===== src/rtl/bootrom_loader_pkg.sv =====
// Shared types and constants for the boot ROM in-system loader.
package bootrom_loader_pkg;

    typedef enum logic [2:0] {
        ST_IDLE,
        ST_LEN0,
        ST_LEN1,
        ST_DATA,
        ST_CSUM
    } state_t;

    localparam logic [1:0] ERR_NONE = 2'd0;
    localparam logic [1:0] ERR_CSUM = 2'd1;
    localparam logic [1:0] ERR_LEN  = 2'd2;
    localparam logic [1:0] ERR_TMO  = 2'd3;

    localparam logic [7:0] SYNC_BYTE_DEF = 8'h5A;

    // Bits needed to represent v (minimum 1); shared with the boot ROM sizing.
    function automatic int unsigned clogb2(input int unsigned v);
        int unsigned r;
        int unsigned t;
        r = 0;
        t = v;
        while (t > 0) begin
            r = r + 1;
            t = t >> 1;
        end
        if (r == 0) r = 1;
        return r;
    endfunction

endpackage


===== src/rtl/bootrom_loader_timeout_cnt.sv =====
// Idle counter: cleared to zero, counts enabled clocks, flags the limit.
module loader_timeout_cnt
    import bootrom_loader_pkg::*;
#(
    parameter int unsigned LIMIT = 1000000
) (
    input  logic clk,
    input  logic rst,
    input  logic en,
    input  logic clr,
    output logic tc_c
);

    localparam int unsigned CW = clogb2(LIMIT);

    logic [CW-1:0] cnt;

    // Terminal count fires on the clock that would bring the count to LIMIT.
    assign tc_c = en && !clr && (cnt == CW'(LIMIT - 1));

    // Count idle clocks; any clear reloads zero.
    always_ff @(posedge clk) begin
        if (rst || clr) begin
            cnt <= '0;
        end else if (en && !tc_c) begin
            cnt <= cnt + CW'(1);
        end
    end

endmodule


===== src/rtl/bootrom_loader.sv =====
// Framed byte-stream programmer driving the boot ROM write port.
module bootrom_loader
    import bootrom_loader_pkg::*;
#(
    parameter int unsigned RAM_DEPTH   = 65536,
    parameter int unsigned TIMEOUT_CYC = 1000000,
    parameter logic [7:0]  SYNC_BYTE   = SYNC_BYTE_DEF,
    localparam int unsigned AW         = clogb2(RAM_DEPTH - 1)
) (
    input  logic          clk,
    input  logic          rst,
    input  logic          rx_valid,
    input  logic [7:0]    rx_data,
    output logic          rx_ready,
    output logic          wen,
    output logic [AW-1:0] waddr,
    output logic [31:0]   wdata,
    output logic          busy,
    output logic          done,
    output logic          err,
    output logic [1:0]    err_code
);

    state_t        state_q, state_d;
    logic [7:0]    len_lo_q, len_lo_d;
    logic [15:0]   len_q, len_d;
    logic [AW-1:0] widx_q, widx_d;
    logic [1:0]    bcnt_q, bcnt_d;
    logic [23:0]   asm_q, asm_d;
    logic [7:0]    csum_q, csum_d;
    logic          wen_d, busy_d, done_d, err_d;
    logic [AW-1:0] waddr_d;
    logic [31:0]   wdata_d;
    logic [1:0]    code_d;
    logic          acc;
    logic          tmo_tc;
    logic [15:0]   len_rx;

    // The loader sustains one byte per clock, so it never back-pressures.
    assign rx_ready = 1'b1;
    assign acc      = rx_valid;
    assign len_rx   = {rx_data, len_lo_q};

    // Inter-byte idle watchdog; only armed while a frame is open.
    loader_timeout_cnt #(
        .LIMIT (TIMEOUT_CYC)
    ) u_tmo (
        .clk  (clk),
        .rst  (rst),
        .en   (state_q != ST_IDLE),
        .clr  (acc || (state_q == ST_IDLE)),
        .tc_c (tmo_tc)
    );

    // Frame parser: next state, word assembly, checksum and write strobes.
    always_comb begin
        state_d  = state_q;
        len_lo_d = len_lo_q;
        len_d    = len_q;
        widx_d   = widx_q;
        bcnt_d   = bcnt_q;
        asm_d    = asm_q;
        csum_d   = csum_q;
        wen_d    = 1'b0;
        waddr_d  = waddr;
        wdata_d  = wdata;
        busy_d   = busy;
        done_d   = 1'b0;
        err_d    = 1'b0;
        code_d   = err_code;

        case (state_q)
            ST_IDLE: begin
                if (acc && (rx_data == SYNC_BYTE)) begin
                    state_d = ST_LEN0;
                    busy_d  = 1'b1;
                    csum_d  = 8'd0;
                    widx_d  = '0;
                    bcnt_d  = 2'd0;
                end
            end
            ST_LEN0: begin
                if (acc) begin
                    len_lo_d = rx_data;
                    state_d  = ST_LEN1;
                end
            end
            ST_LEN1: begin
                if (acc) begin
                    len_d = len_rx;
                    if (32'(len_rx) > RAM_DEPTH) begin
                        state_d = ST_IDLE;
                        err_d   = 1'b1;
                        code_d  = ERR_LEN;
                        busy_d  = 1'b0;
                    end else if (len_rx == 16'd0) begin
                        state_d = ST_CSUM;
                    end else begin
                        state_d = ST_DATA;
                    end
                end
            end
            ST_DATA: begin
                if (acc) begin
                    csum_d = csum_q + rx_data;
                    bcnt_d = bcnt_q + 2'd1;
                    case (bcnt_q)
                        2'd0: asm_d[7:0]   = rx_data;
                        2'd1: asm_d[15:8]  = rx_data;
                        2'd2: asm_d[23:16] = rx_data;
                        default: begin
                            wen_d   = 1'b1;
                            waddr_d = widx_q;
                            wdata_d = {rx_data, asm_q};
                            widx_d  = widx_q + AW'(1);
                            if ((32'(widx_q) + 32'd1) == 32'(len_q)) begin
                                state_d = ST_CSUM;
                            end
                        end
                    endcase
                end
            end
            ST_CSUM: begin
                if (acc) begin
                    state_d = ST_IDLE;
                    busy_d  = 1'b0;
                    if (rx_data == csum_q) begin
                        done_d = 1'b1;
                        code_d = ERR_NONE;
                    end else begin
                        err_d  = 1'b1;
                        code_d = ERR_CSUM;
                    end
                end
            end
            default: state_d = ST_IDLE;
        endcase

        // Watchdog abort; only possible on a clock with no byte, so no write is pending.
        if (tmo_tc) begin
            state_d = ST_IDLE;
            wen_d   = 1'b0;
            done_d  = 1'b0;
            err_d   = 1'b1;
            code_d  = ERR_TMO;
            busy_d  = 1'b0;
        end
    end

    // State and registered outputs; reset cancels any pending write.
    always_ff @(posedge clk) begin
        if (rst) begin
            state_q  <= ST_IDLE;
            len_lo_q <= 8'd0;
            len_q    <= 16'd0;
            widx_q   <= '0;
            bcnt_q   <= 2'd0;
            asm_q    <= 24'd0;
            csum_q   <= 8'd0;
            wen      <= 1'b0;
            waddr    <= '0;
            wdata    <= 32'd0;
            busy     <= 1'b0;
            done     <= 1'b0;
            err      <= 1'b0;
            err_code <= ERR_NONE;
        end else begin
            state_q  <= state_d;
            len_lo_q <= len_lo_d;
            len_q    <= len_d;
            widx_q   <= widx_d;
            bcnt_q   <= bcnt_d;
            asm_q    <= asm_d;
            csum_q   <= csum_d;
            wen      <= wen_d;
            waddr    <= waddr_d;
            wdata    <= wdata_d;
            busy     <= busy_d;
            done     <= done_d;
            err      <= err_d;
            err_code <= code_d;
        end
    end

endmodule

===== config.mk =====
export PLATFORM = sky130hd
export DESIGN_NAME = bootrom_loader
export DESIGN_NICKNAME = d
export VERILOG_FILES = /design/src/rtl/bootrom_loader_pkg.sv /design/src/rtl/bootrom_loader_timeout_cnt.sv /design/src/rtl/bootrom_loader.sv
export SDC_FILE = /design/constraint.sdc
export NUM_CORES = 1
export LEC_CHECK = 0
export BUFFER_PORTS_ARGS = -buffer_cell sky130_fd_sc_hd__buf_2
export CAP_MARGIN = 5
export CORE_ASPECT_RATIO = 0.6
export CORE_MARGIN = 8
export CORE_UTILIZATION = 35
export DETAILED_ROUTE_END_ITERATION = 10
export SYNTH_ARGS = -nofsm -noshare
export SYNTH_HDL_FRONTEND = slang
export SYNTH_SLANG_ARGS = --single-unit

===== constraint.sdc =====
create_clock -name clk -period 2.1 [get_ports clk]
set_input_delay 0.105 -clock clk [delete_from_list [all_inputs] [get_ports clk]]
set_output_delay 0.105 -clock clk [all_outputs]
set_load 0.01 [all_outputs]

==> run summary, run 1 <==
The die width was 197.5 um. The die covers 0.02466 mm2. The arithmetic-cell share of the synthesized area counting full adders, half adders and majority gates is 2.642%. The largest fanout on the critical path is 5, and the maximum root-to-sink buffer count is 2.

In the final timing run, aggregate negative setup slack is 0 ns. The via count of the first global-routing pass was 5798; the number of synthesized register bits was 151. The fraction of the mapped netlist area in compound gates is 16.09%, and the number of warning messages in the yosys log is 0. After the last flow step, the layout net total stands at 977. In this run, CTS created clock tree buffers numbering 17.

At the pin with the least slew margin, the transition time is 0.8372 ns. XOR/XNOR share of the synthesized area: 5.194%. The floorplan die height came out at 124.9 um. The pre-antenna-repair detailed-routing pass consisted of 5 iterations.

The worst pin sits at a relative slew slack of 43.81%. Traced cell by cell, the critical path runs through ha_4 > and3_1 > buf_4 > nand4_1 > xnor2_1 > a211oi_2 > and4_1 > o21ai_1. Entering global routing, the biggest net connects 124 pins. The flow ran to the end, and the final reports show no timing, DRC or antenna violations. Summed over all layers, the global routing overflow is 0. The run gives 0 as the number of setup violations in the final report. STA classifies the critical path startpoint as a flop. For this run, design rule violations remaining after detail routing come to 0. In the layout the commonest cells are nand2_1, dfxtp_1, a21oi_1, buf_2, buf_4.

The H-tree generated during clock tree synthesis spans 4 levels. The number of cells on the worst reg-to-reg path is 8. Excluding fillers, the count of instances in the completed layout stands at 1231.

The synthesized design contains 0 enable-type register cells. The placement row count was 39. The tightest min-delay check is of the input pin to flop type. The worst register-to-register path begins at widx_q[0]. Port buffering added 64 buffers.

The count of cell instances traversed by the critical path is 8. For the clock latency reported for the late side of the worst-skew pair, the log shows 0.43 ns. Among all flip-flop cells after synthesis, the most frequent one is dfxtp_1.

Of all flip-flops after synthesis, the portion carrying an async set or reset was 0%. The most frequent standard cell in the layout excluding fill and tap cells is nand2_1. The worst register-to-register path has a setup slack of 0.09 ns. Endpoint of the lowest-slack register-to-register path: state_q[1].

After detailed placement, the design holds a cell count of 1196. The post-route clock period utilization is 95.66%, and the clock-pin slew on the worst setup and hold paths is 0.06 ns. In the synthesized netlist, the number of instances is 873. Dividing the synthesized area by the synthesized cell count gives 7.920 um2. The worst setup path is of the flop to flop kind. The run gives 0 as the number of antenna violations at the first check in global routing. The delay of the slowest cell on the worst path is 0.37 ns, and the number of primary I/O pins is 66. Kind of cell adding the most delay to the critical path: simple AND/OR/NAND/NOR gates.

Using the TritonRoute via totals, the vias-per-cell ratio works out to 5.125. The logs give 2.41 ns for the worst path required time and 0 for the antenna violation net count after detailed routing. Global routing used 15.56% of the available tracks. The number of distinct library cells after synthesis was 66.

STA classifies the critical path endpoint as a flop. The HPWL after detailed placement is 13550 um. The design draws 6799 uW. The number of pins exceeding their max-slew limit in the final report is 0. The buffer and inverter count on the worst path came out at 1.

The tools report the sequential area share after synthesis as 43.72%. In this run the standard cell core region covers 0.01918 mm2. The total wirelength of the detailed-routed design was 19310 um. Tracing the worst setup path back leads to its startpoint at widx_q[0]. The tools report the setup skew after layout as 0.01159 ns. The average wire length per cell after detail routing was 15.69 um; the wire length of the first global-routing pass was 31530 um.

The critical path ends at state_q[1]. IR analysis of the VDD net gives a maximum drop of 0.0005899 V. The synthesis-to-layout area growth works out to 22.98%. The net count after synthesis is 898, and the post-route minimum period is 2.009 ns. After synthesis, the largest family of logic cells by area is simple AND/OR/NAND/NOR gates.

The arrival time reported for the critical path endpoint is 2.32 ns. The power per standard cell area was 799.6 mW/mm2; the total standard cell area after synthesis was 0.006914 mm2. Derived from the worst setup path, the maximum achievable clock frequency is 497.8 MHz. The logs give 0 for the final hold violation count and 0.003142 uW for the standby leakage power. The largest individual stage delay along the critical path comes from the cell dfxtp_2.

Max-cap violations in this run came to 0. TritonCTS built the clock tree. The effective utilization at floorplan came out at 36.05%. The logs give 6309 for the routed via count and 151 for the total number of clock tree sinks. In this run the clock root is driven by a clkbuf_16. Multiplexer cells account for 0.2895% of the synthesized area.

The initial DRC count was 534; the synthesized-area fraction occupied by and/or/nand/nor cells was 27.20%. The post-route netlist has 19.59% of its cells at a drive strength greater than 1. The repair_antennas step left the layout with diodes totalling 0. The congestion estimate from routability-driven global placement came to 0.9240.
==> per-stage QoR <==
stage,worst slack (ns),area (um2),hold WS (ns),utilization [%]
after floorplan,0.01778,6914,0.2410,-
after global placement,0.07632,7770,0.4188,40.52
after detailed placement,0.04825,7770,0.4296,40.52
after CTS,0.01645,8378,0.008890,43.69
after global routing,-0.03006,8503,0.02660,44.34
final,0.09118,8503,0.03294,44.34
==> worst min-delay path by stage <==
stage	from	endpoint	slack (ns)	cells past startpoint
6_report	rx_data[2]	asm_q[2]	0.03	3
5_1_grt	rx_data[3]	len_lo_q[3]	0.03	3
4_1_cts	rx_data[2]	asm_q[2]	0.009	3
3_5_place_dp	rx_data[5]	len_lo_q[5]	0.43	3
3_3_place_gp	rx_data[0]	len_lo_q[0]	0.42	3
2_1_floorplan	rx_data[2]	len_q[10]	0.24	2
==> report_power, final <==
group	internal, uW	switching (uW)	total (uW)
clock	1690	1360	3050
combinational	264	506	771
sequential	2930	52.3	2980
total	4880	1920	6800
==> what timing repair did <==
action / in CTS / in global routing
endpoints found under the hold margin: 3 / 0
endpoints found under the setup margin: 0 / 20
hold buffers: 2 / 0
resized for setup: 0 / 26
setup buffers: 0 / 1
==> area by class of cell <==
class,count,area (um2)
clock buffers,18,429.2
clock inverters,14,158.9
fillers,1961,10670
inverters,19,71.32
multi-input cells,640,3674
flip-flops and latches,151,3029
well taps,266,332.8
repair buffers,123,808.3
==> registers in the layout, indices dropped and copies added (netlist names) <==
signal	cells
state_q	3
waddr	16
done	1
u_tmo.cnt	20
widx_q	16
len_lo_q	8
busy	1
wen	1
err_code	2
bcnt_q	2
csum_q	8
len_q	16
wdata	32
asm_q	24
err	1
==> kinds of logic after synthesis <==
logic type	count (synthesis)
other	1
XOR/XNOR	41
adder cells (fa/ha/maj)	14
buffers and inverters	82
flip-flops	151
AO/OA/AOI/OAI	191
multiplexers	2
AND/OR/NAND/NOR	391
==> metal layers <==
metal  GRT usage (%)  vias to the layer above  part of all wire (%)
met3           3.589                       14                   4.8
li1                -                     3160                     -
met4           3.349                        0                  0.88
met2           21.13                      163                    41
met1           23.98                     2972                    54
met5               0                        -                     0
==> synthesized netlist by cell type, drive strengths merged (13+ instances only) <==
cell    instances  share of area, %
a21oi         129               9.3
nor2           43               2.3
nor3           25               1.8
clkbuf         48               2.6
xnor2          30               3.8
nand2         204                11
inv            19               1.0
nand3          47               3.7
ha             13               2.4
buf            15               1.2
nand4          13               1.5
o21ai          24               1.7
dfxtp         151                44
==> worst reg2reg max path, cell delays in order, from the launching register on <==
cell and delay (ns):
dfxtp_2 0.37, ha_4 0.18, and3_1 0.24, buf_4 0.17, nand4_1 0.18, xnor2_1 0.21, a211oi_2 0.20, and4_1 0.26
o21ai_1 0.08
(Power assumes the default switching activity.)
==> run 2, diff against run 1 <==
--- a/config.mk
+++ b/config.mk
@@ -11,6 +11,7 @@
 export CORE_MARGIN = 8
 export CORE_UTILIZATION = 35
 export DETAILED_ROUTE_END_ITERATION = 10
+export SETUP_SLACK_MARGIN = 0.4
 export SYNTH_ARGS = -nofsm -noshare
 export SYNTH_HDL_FRONTEND = slang
 export SYNTH_SLANG_ARGS = --single-unit
==> run summary, run 2 (synthesis results as in run 1) <==
Setup repair after global routing could not meet its margin everywhere. In the final routed layout, each cell accounts on average for 16.04 um. Data on the critical path arrives at its endpoint at 2.17 ns.

The pre-antenna-repair detailed-routing pass consisted of 6 iterations. Summed over all nets, wire length on met3 after detailed routing comes to 829 um. The aggregate global routing overflow is 0. Met2 routed wirelength: 9004 um. Once routing completed, OpenROAD measured the worst setup slack at 0.2338 ns.

The first global-routing pass estimated 32140 um of wire. The run gives 17 as the number of buffers added by the clock tree synthesis step. For the worst flop-to-flop path, the logic depth is 7.

Fill cells in the final layout number 1842. Traced cell by cell, the critical path runs through ha_4 > and3_4 > a221oi_4 > a41oi_2 > a2111oi_4 > and4_1 > o21ai_1. Net count reported at finish: 997. In this run the worst hold path is classified as input pin to flop.

The flip-flop count of the largest register, all copies and words added is 32, and the clock-pin slew on the worst setup and hold paths is 0.07 ns. For this design, the slowest cell found on the critical path is dfxtp_4. Most frequent standard cell in the layout excluding fill and tap cells: nand2_1. For flop-to-flop paths, the worst setup slack is 0.23 ns. The tools report the endpoint of the lowest-slack register-to-register path as state_q[1]. The later pin in the worst-skew pair is clocked with a latency of 0.43 ns.

Buffers inserted to repair hold after CTS numbered 0. Using the TritonRoute via totals, the vias-per-cell ratio works out to 5.150. The critical path is of the flop to flop type.

The die width was 197.5 um. Across the VDD grid, the largest voltage drop is 0.0004240 V. Headroom to the max-slew limit came out at 61.42%.

The floorplan die height was 124.9 um. The tools report the launching point of the worst reg2reg path as widx_q[1]. Clock tree root buffer cell: clkbuf_16. Tracing the worst setup path back leads to its startpoint at widx_q[1].

The largest registers in the layout are wdata (32), asm_q (24), u_tmo.cnt (20). The largest single stage delay on the critical path is 0.36 ns. In the routed design, unresolved DRC markers number 0. Post-route clock period utilization: 88.87%. Setup violations remaining at the end of the flow were counted as 0. The register name with the most flops was wdata.

The highest layer used for signal routing is met4. The number of pins exceeding their max-slew limit in the final report was 0. Final-layout setup total negative slack: 0 ns. The critical path ends at state_q[1].

TritonCTS built the clock tree. For this run, the total global-route usage over all layers was measured as 15.87%. For the worst setup path, the data required time is 2.41 ns.

In the layout the commonest cells are nand2_1, a21oi_1, dfxtp_1, buf_4, buf_2. The standby leakage power is 0.003374 uW. The routed via count is 6443. The floorplan step defined a die boundary enclosing 0.02466 mm2. The run gives 0.01224 ns as the setup skew after layout. The floorplan has 39 rows.

Along the worst path, the maximum fanout reaches 4. CTS built an H-tree with a depth of 4. The post-route netlist has 30.05% of its cells at a drive strength greater than 1. The maximum root-to-sink buffer count is 2, and the post-route minimum period is 1.866 ns. The power per standard cell area was 751.8 mW/mm2; the standard cell core area was 0.01918 mm2. The length of routed wiring on met1 came out at 10110 um. The tools report the kind of end point of the critical path as a flop. The synthesis-to-layout area growth is 33.12%, and the antenna violation net count after detailed routing is 0.

The final hold violation count was 0; the number of primary I/O pins was 66. The tools report the total wirelength of the detailed-routed design as 20070 um. The tools report the startpoint kind of the worst setup timing path as a flop. Across the run, the number of max-cap violations was 0. The via count of the first global-routing pass was 6046; the worst slack at placement was 0.03976 ns. The transition time of the tightest slew-check pin works out to 0.5788 ns. The tree built by TritonCTS fans out to 151 sinks.

The worst hold slack across all endpoints came out at 0.007101 ns. The number of antenna violations at the first check in global routing is 0. The flow ran to the end, and the final reports show no timing, DRC or antenna violations.

The tools report the initial DRC count as 426. Entering global routing, the biggest net connects 124 pins. Summed over all nets, the half-perimeter wirelength after detailed placement is 13420 um. The number of diodes was 0. Derived from the worst setup path, the maximum achievable clock frequency is 535.9 MHz. At the end of routability-driven placement, the weighted congestion stood at 0.8899.

The tools report the effective utilization at floorplan as 36.05%. In this run the tool buffered the top-level ports with 64 buffer cells.
==> run 2: critical path: cells and delay by family (launching register included) <==
kind                     cells  cell delay [ns]
AO/OA/AOI/OAI                4             0.77
adder cells (fa/ha/maj)      1             0.18
flip-flops                   1             0.36
AND/OR/NAND/NOR              2             0.44
==> run 2: how the worst min path moves through the flow <==
stage	depth (start not counted)	to	slack, ns	start
2_1_floorplan	2	len_q[10]	0.24	rx_data[2]
3_3_place_gp	3	len_lo_q[3]	0.43	rx_data[3]
3_5_place_dp	3	len_lo_q[5]	0.44	rx_data[5]
4_1_cts	3	len_lo_q[5]	0.004	rx_data[5]
5_1_grt	3	len_lo_q[5]	0.01	rx_data[5]
6_report	3	len_lo_q[5]	0.007	rx_data[5]
==> run 2: repair_timing <==
action / 4_1_cts / 5_1_grt
buffers inserted: 20 / 14
pin swaps: 21 / 41
gates cloned: 0 / 1
resized for setup: 57 / 82
endpoints found under the setup margin: 113 / 114
==> run 2: area by class of cell <==
cell class,instances,area [um2],area share [%]
tap,266,332.8,3.616
timing repair buffer,143,1007,10.94
clock buffer,18,439.2,4.772
multi-input combinational,640,4125,44.82
clock inverter,14,133.9,1.455
sequential,151,3094,33.62
inverter,19,71.32,0.7749
==> run 2: stage by stage <==
stage                     total power, uW  util [%]  instances  cell area [um2]
final                                6920     47.99       1251             9204
after global routing                 7179     47.99       1251             9204
after CTS                            6827     45.62       1236             8748
after detailed placement             3817     40.44       1184             7755
after global placement               3815     40.44       1184             7755
after floorplan                      3578         -        873             7015
==> run 2: routing by layer <==
metal | up-vias | track usage [%]
li1 | 3208 | -
met1 | 3092 | 23.00
met2 | 131 | 23.59
met3 | 12 | 3.481
met4 | 0 | 3.261
met5 | - | 0
==> run 2: where the power goes <==
group / switching [uW] / internal, uW / total [uW]
clock: 1390 / 1600 / 3000
combinational: 560 / 356 / 916
sequential: 86.1 / 2920 / 3010
total: 2040 / 4880 / 6920
==> run 3, diff against run 2 <==
--- a/config.mk
+++ b/config.mk
@@ -11,6 +11,7 @@
 export CORE_MARGIN = 8
 export CORE_UTILIZATION = 35
 export DETAILED_ROUTE_END_ITERATION = 10
+export MAX_ROUTING_LAYER = met4
 export SETUP_SLACK_MARGIN = 0.4
 export SYNTH_ARGS = -nofsm -noshare
 export SYNTH_HDL_FRONTEND = slang
==> constraint.sdc (replaced) <==
create_clock -name clk -period 2.3 [get_ports clk]
set_input_delay 0.115 -clock clk [delete_from_list [all_inputs] [get_ports clk]]
set_output_delay 0.115 -clock clk [all_outputs]
set_load 0.01 [all_outputs]
==> run summary, run 3 (synthesis results as in run 1) <==
The flow ran to the end, and the final reports show no timing, DRC or antenna violations. Net count reported at finish: 963. In the final layout, flip-flops and latches occupy 0.003060 mm2. The worst hold path begins at rx_data[5]. The tools report the die area as 0.02466 mm2. Endpoint of the lowest-slack register-to-register path: state_q[2]. The number of pins exceeding their max-slew limit in the final report came out at 0. Measured in cells, the most critical reg-to-reg path has a length of 7. The tools report the timing-limited maximum frequency as 503.9 MHz. At the pin with the least slew margin, the transition time is 0.6788 ns.

Compared with the post-synthesis result, the final layout area differs by 23.43%. The startpoint kind of the worst setup timing path was a flop. The worst register-to-register path begins at widx_q[1]. The tools report the hold path endpoint as asm_q[13]. 0 antenna diodes ended up in the layout. During I/O placement, the number of pins put on the boundary was 66.

The detailed router placed 6256 vias in this run. For the filler-free cell count of the finished design, the log shows 1217. After routing the design area is 0.008534 mm2. The library cells used most frequently in the layout, excluding fill and tap cells, are nand2_1, dfxtp_1, a21oi_1, buf_2, nand3_1.

Global routing used 16.13% of the available tracks. The post-route clock period utilization was 86.28%; the clock latency reported for the late side of the worst-skew pair was 0.43 ns. The H-tree depth reported by CTS is 4, and the tightest slew margin relative to the limit is 54.62%. In this run the static leakage power is 0.003121 uW.

The largest registers in the layout are wdata (32), asm_q (24), u_tmo.cnt (20). The type of the worst setup path was flop to flop. The largest fanout on the critical path was 6; the effective utilization at floorplan was 36.05%.

The count of buffers added on input and output ports is 64. The wire-length estimate of the detail-placed layout is 13650 um. The floorplan die height is 124.9 um, and the internal reg-to-reg setup slack is 0.32 ns. TritonCTS built the clock tree. In this run the remaining antenna-violating nets after routing total 0. Maximum root-to-sink buffer count: 2. For this run, the detailed router's first-pass iteration total came to 5.

At the end of routability-driven placement, the weighted congestion stood at 0.9029. The post-route netlist has 21.66% of its cells at a drive strength greater than 1. The initial DRC count is 510. The filler cells instantiated in the layout total 1901.

For this run, design rule violations remaining after detail routing come to 0. The clock-pin slew on the worst setup and hold paths works out to 0.06 ns. The standard cell core area is 0.01918 mm2, and the power per standard cell area is 742.1 mW/mm2.

The pin count of the biggest net entering global routing is 124, and the final-layout setup total negative slack is 0 ns. For the worst setup path, the data required time is 2.65 ns. The logs give 31550 um for the wire length of the first global-routing pass and 0 for the aggregate global routing overflow. The register with the most flip-flops in the layout has 32 of them.

Number of buffers added by the clock tree synthesis step: 17. The logs give 1169 for the cell count after placement and 0.007591 mm2 for the area of placed instances. The final hold violation count came out at 0. The die is 197.5 um wide. For the arrival time reported for the critical path endpoint, the log shows 2.33 ns. The average wire length per cell after detail routing was 16.20 um.

After detailed routing, the number of vias per cell comes to 5.141. Along the worst hold path, the cell count comes to 3. VDD sags by at most 0.0005799 V.

Setup repair after global routing could not meet its margin everywhere. The via count of the first global-routing pass is 5710. Clock tree synthesis selected as its root buffer the cell clkbuf_16. The min-delay analysis places its worst path in the category input pin to flop. Between clock sinks in the finished design, the worst skew comes to 0.006671 ns.

The total wirelength of the detailed-routed design was 19720 um; the number of setup violations in the final report was 0. The run gives 0.003772 mm2 as the area of the multi-input gates. Buffers inserted to repair hold after CTS numbered 0. The run gives 151 as the total number of clock tree sinks. Leaving out fill and tap cells, the most frequent cell in the layout is nand2_1. Number of antenna violations at the first check in global routing: 0. The post-route minimum period is 1.984 ns. The tools report the kind of end point of the critical path as a flop. Across the run, the number of max-cap violations was 0.

The register name with the most flops is wdata. The initialized floorplan defines 39 standard-cell rows.
-- run 3: per-layer routing --
| layer | vias to the layer above | track usage (%) | routed length [um] |
|---|---|---|---|
| met3 | 12 | 4.182 | 931 |
| met1 | 2976 | 24.10 | 10510 |
| li1 | 3131 | - | - |
| met5 | - | - | 0 |
| met4 | 0 | 2.909 | 142 |
| met2 | 137 | 21.18 | 8127 |
-- run 3: through the flow --
step / power, uW / util (%) / hold slack [ns] / worst slack [ns]
4_1_cts: 6324 / 43.64 / 0.006540 / 0.3483
6_report: 6334 / 44.50 / 0.02316 / 0.3156
3_5_place_dp: 3445 / 39.58 / 0.4442 / 0.1387
5_1_grt: 6579 / 44.50 / 0.004875 / 0.2383
2_1_floorplan: 3244 / - / 0.2510 / 0.3753
3_3_place_gp: 3444 / 39.58 / 0.4399 / 0.1776
-- run 3: where the power goes --
part           leakage [uW]  internal, uW  switching, uW
logic               0.00159           244            465
registers           0.00123          2670           79.1
clock network      0.000300          1730           1150
-- run 3: timing repair --
action / 4_1_cts / 5_1_grt
pin swaps: 9 / 11
gates cloned: 0 / 1
gates resized for setup: 34 / 27
setup buffers: 8 / 7
endpoints found under the setup margin: 47 / 63
-- run 3: final cells by class --
type / count / share of cell area (%)
multi-input cells: 640 / 44.20
clock buffers: 19 / 5.073
well taps: 266 / 3.900
repair buffers: 109 / 8.122
clock inverters: 13 / 2.008
inverters: 19 / 0.8357
flip-flops and latches: 151 / 35.86
-- run 3: worst max path at each step --
stage	end	cells after the start	slack, ns	startpoint
finish	state_q[2]	7	0.32	widx_q[1]
global route	state_q[2]	7	0.24	widx_q[0]
CTS	state_q[2]	7	0.35	widx_q[0]
detailed placement	state_q[2]	7	0.14	widx_q[0]
global placement	state_q[1]	6	0.18	widx_q[0]
floorplan	state_q[1]	9	0.38	widx_q[1]
-- run 3: worst max-delay path, stage by stage, from the launching register on --
cell,delay [ns]
dfxtp_4,0.37
buf_4,0.14
nand4_4,0.20
nor4_1,0.33
nor3_1,0.13
nor4b_4,0.32
nand4_1,0.17
a211oi_2,0.24
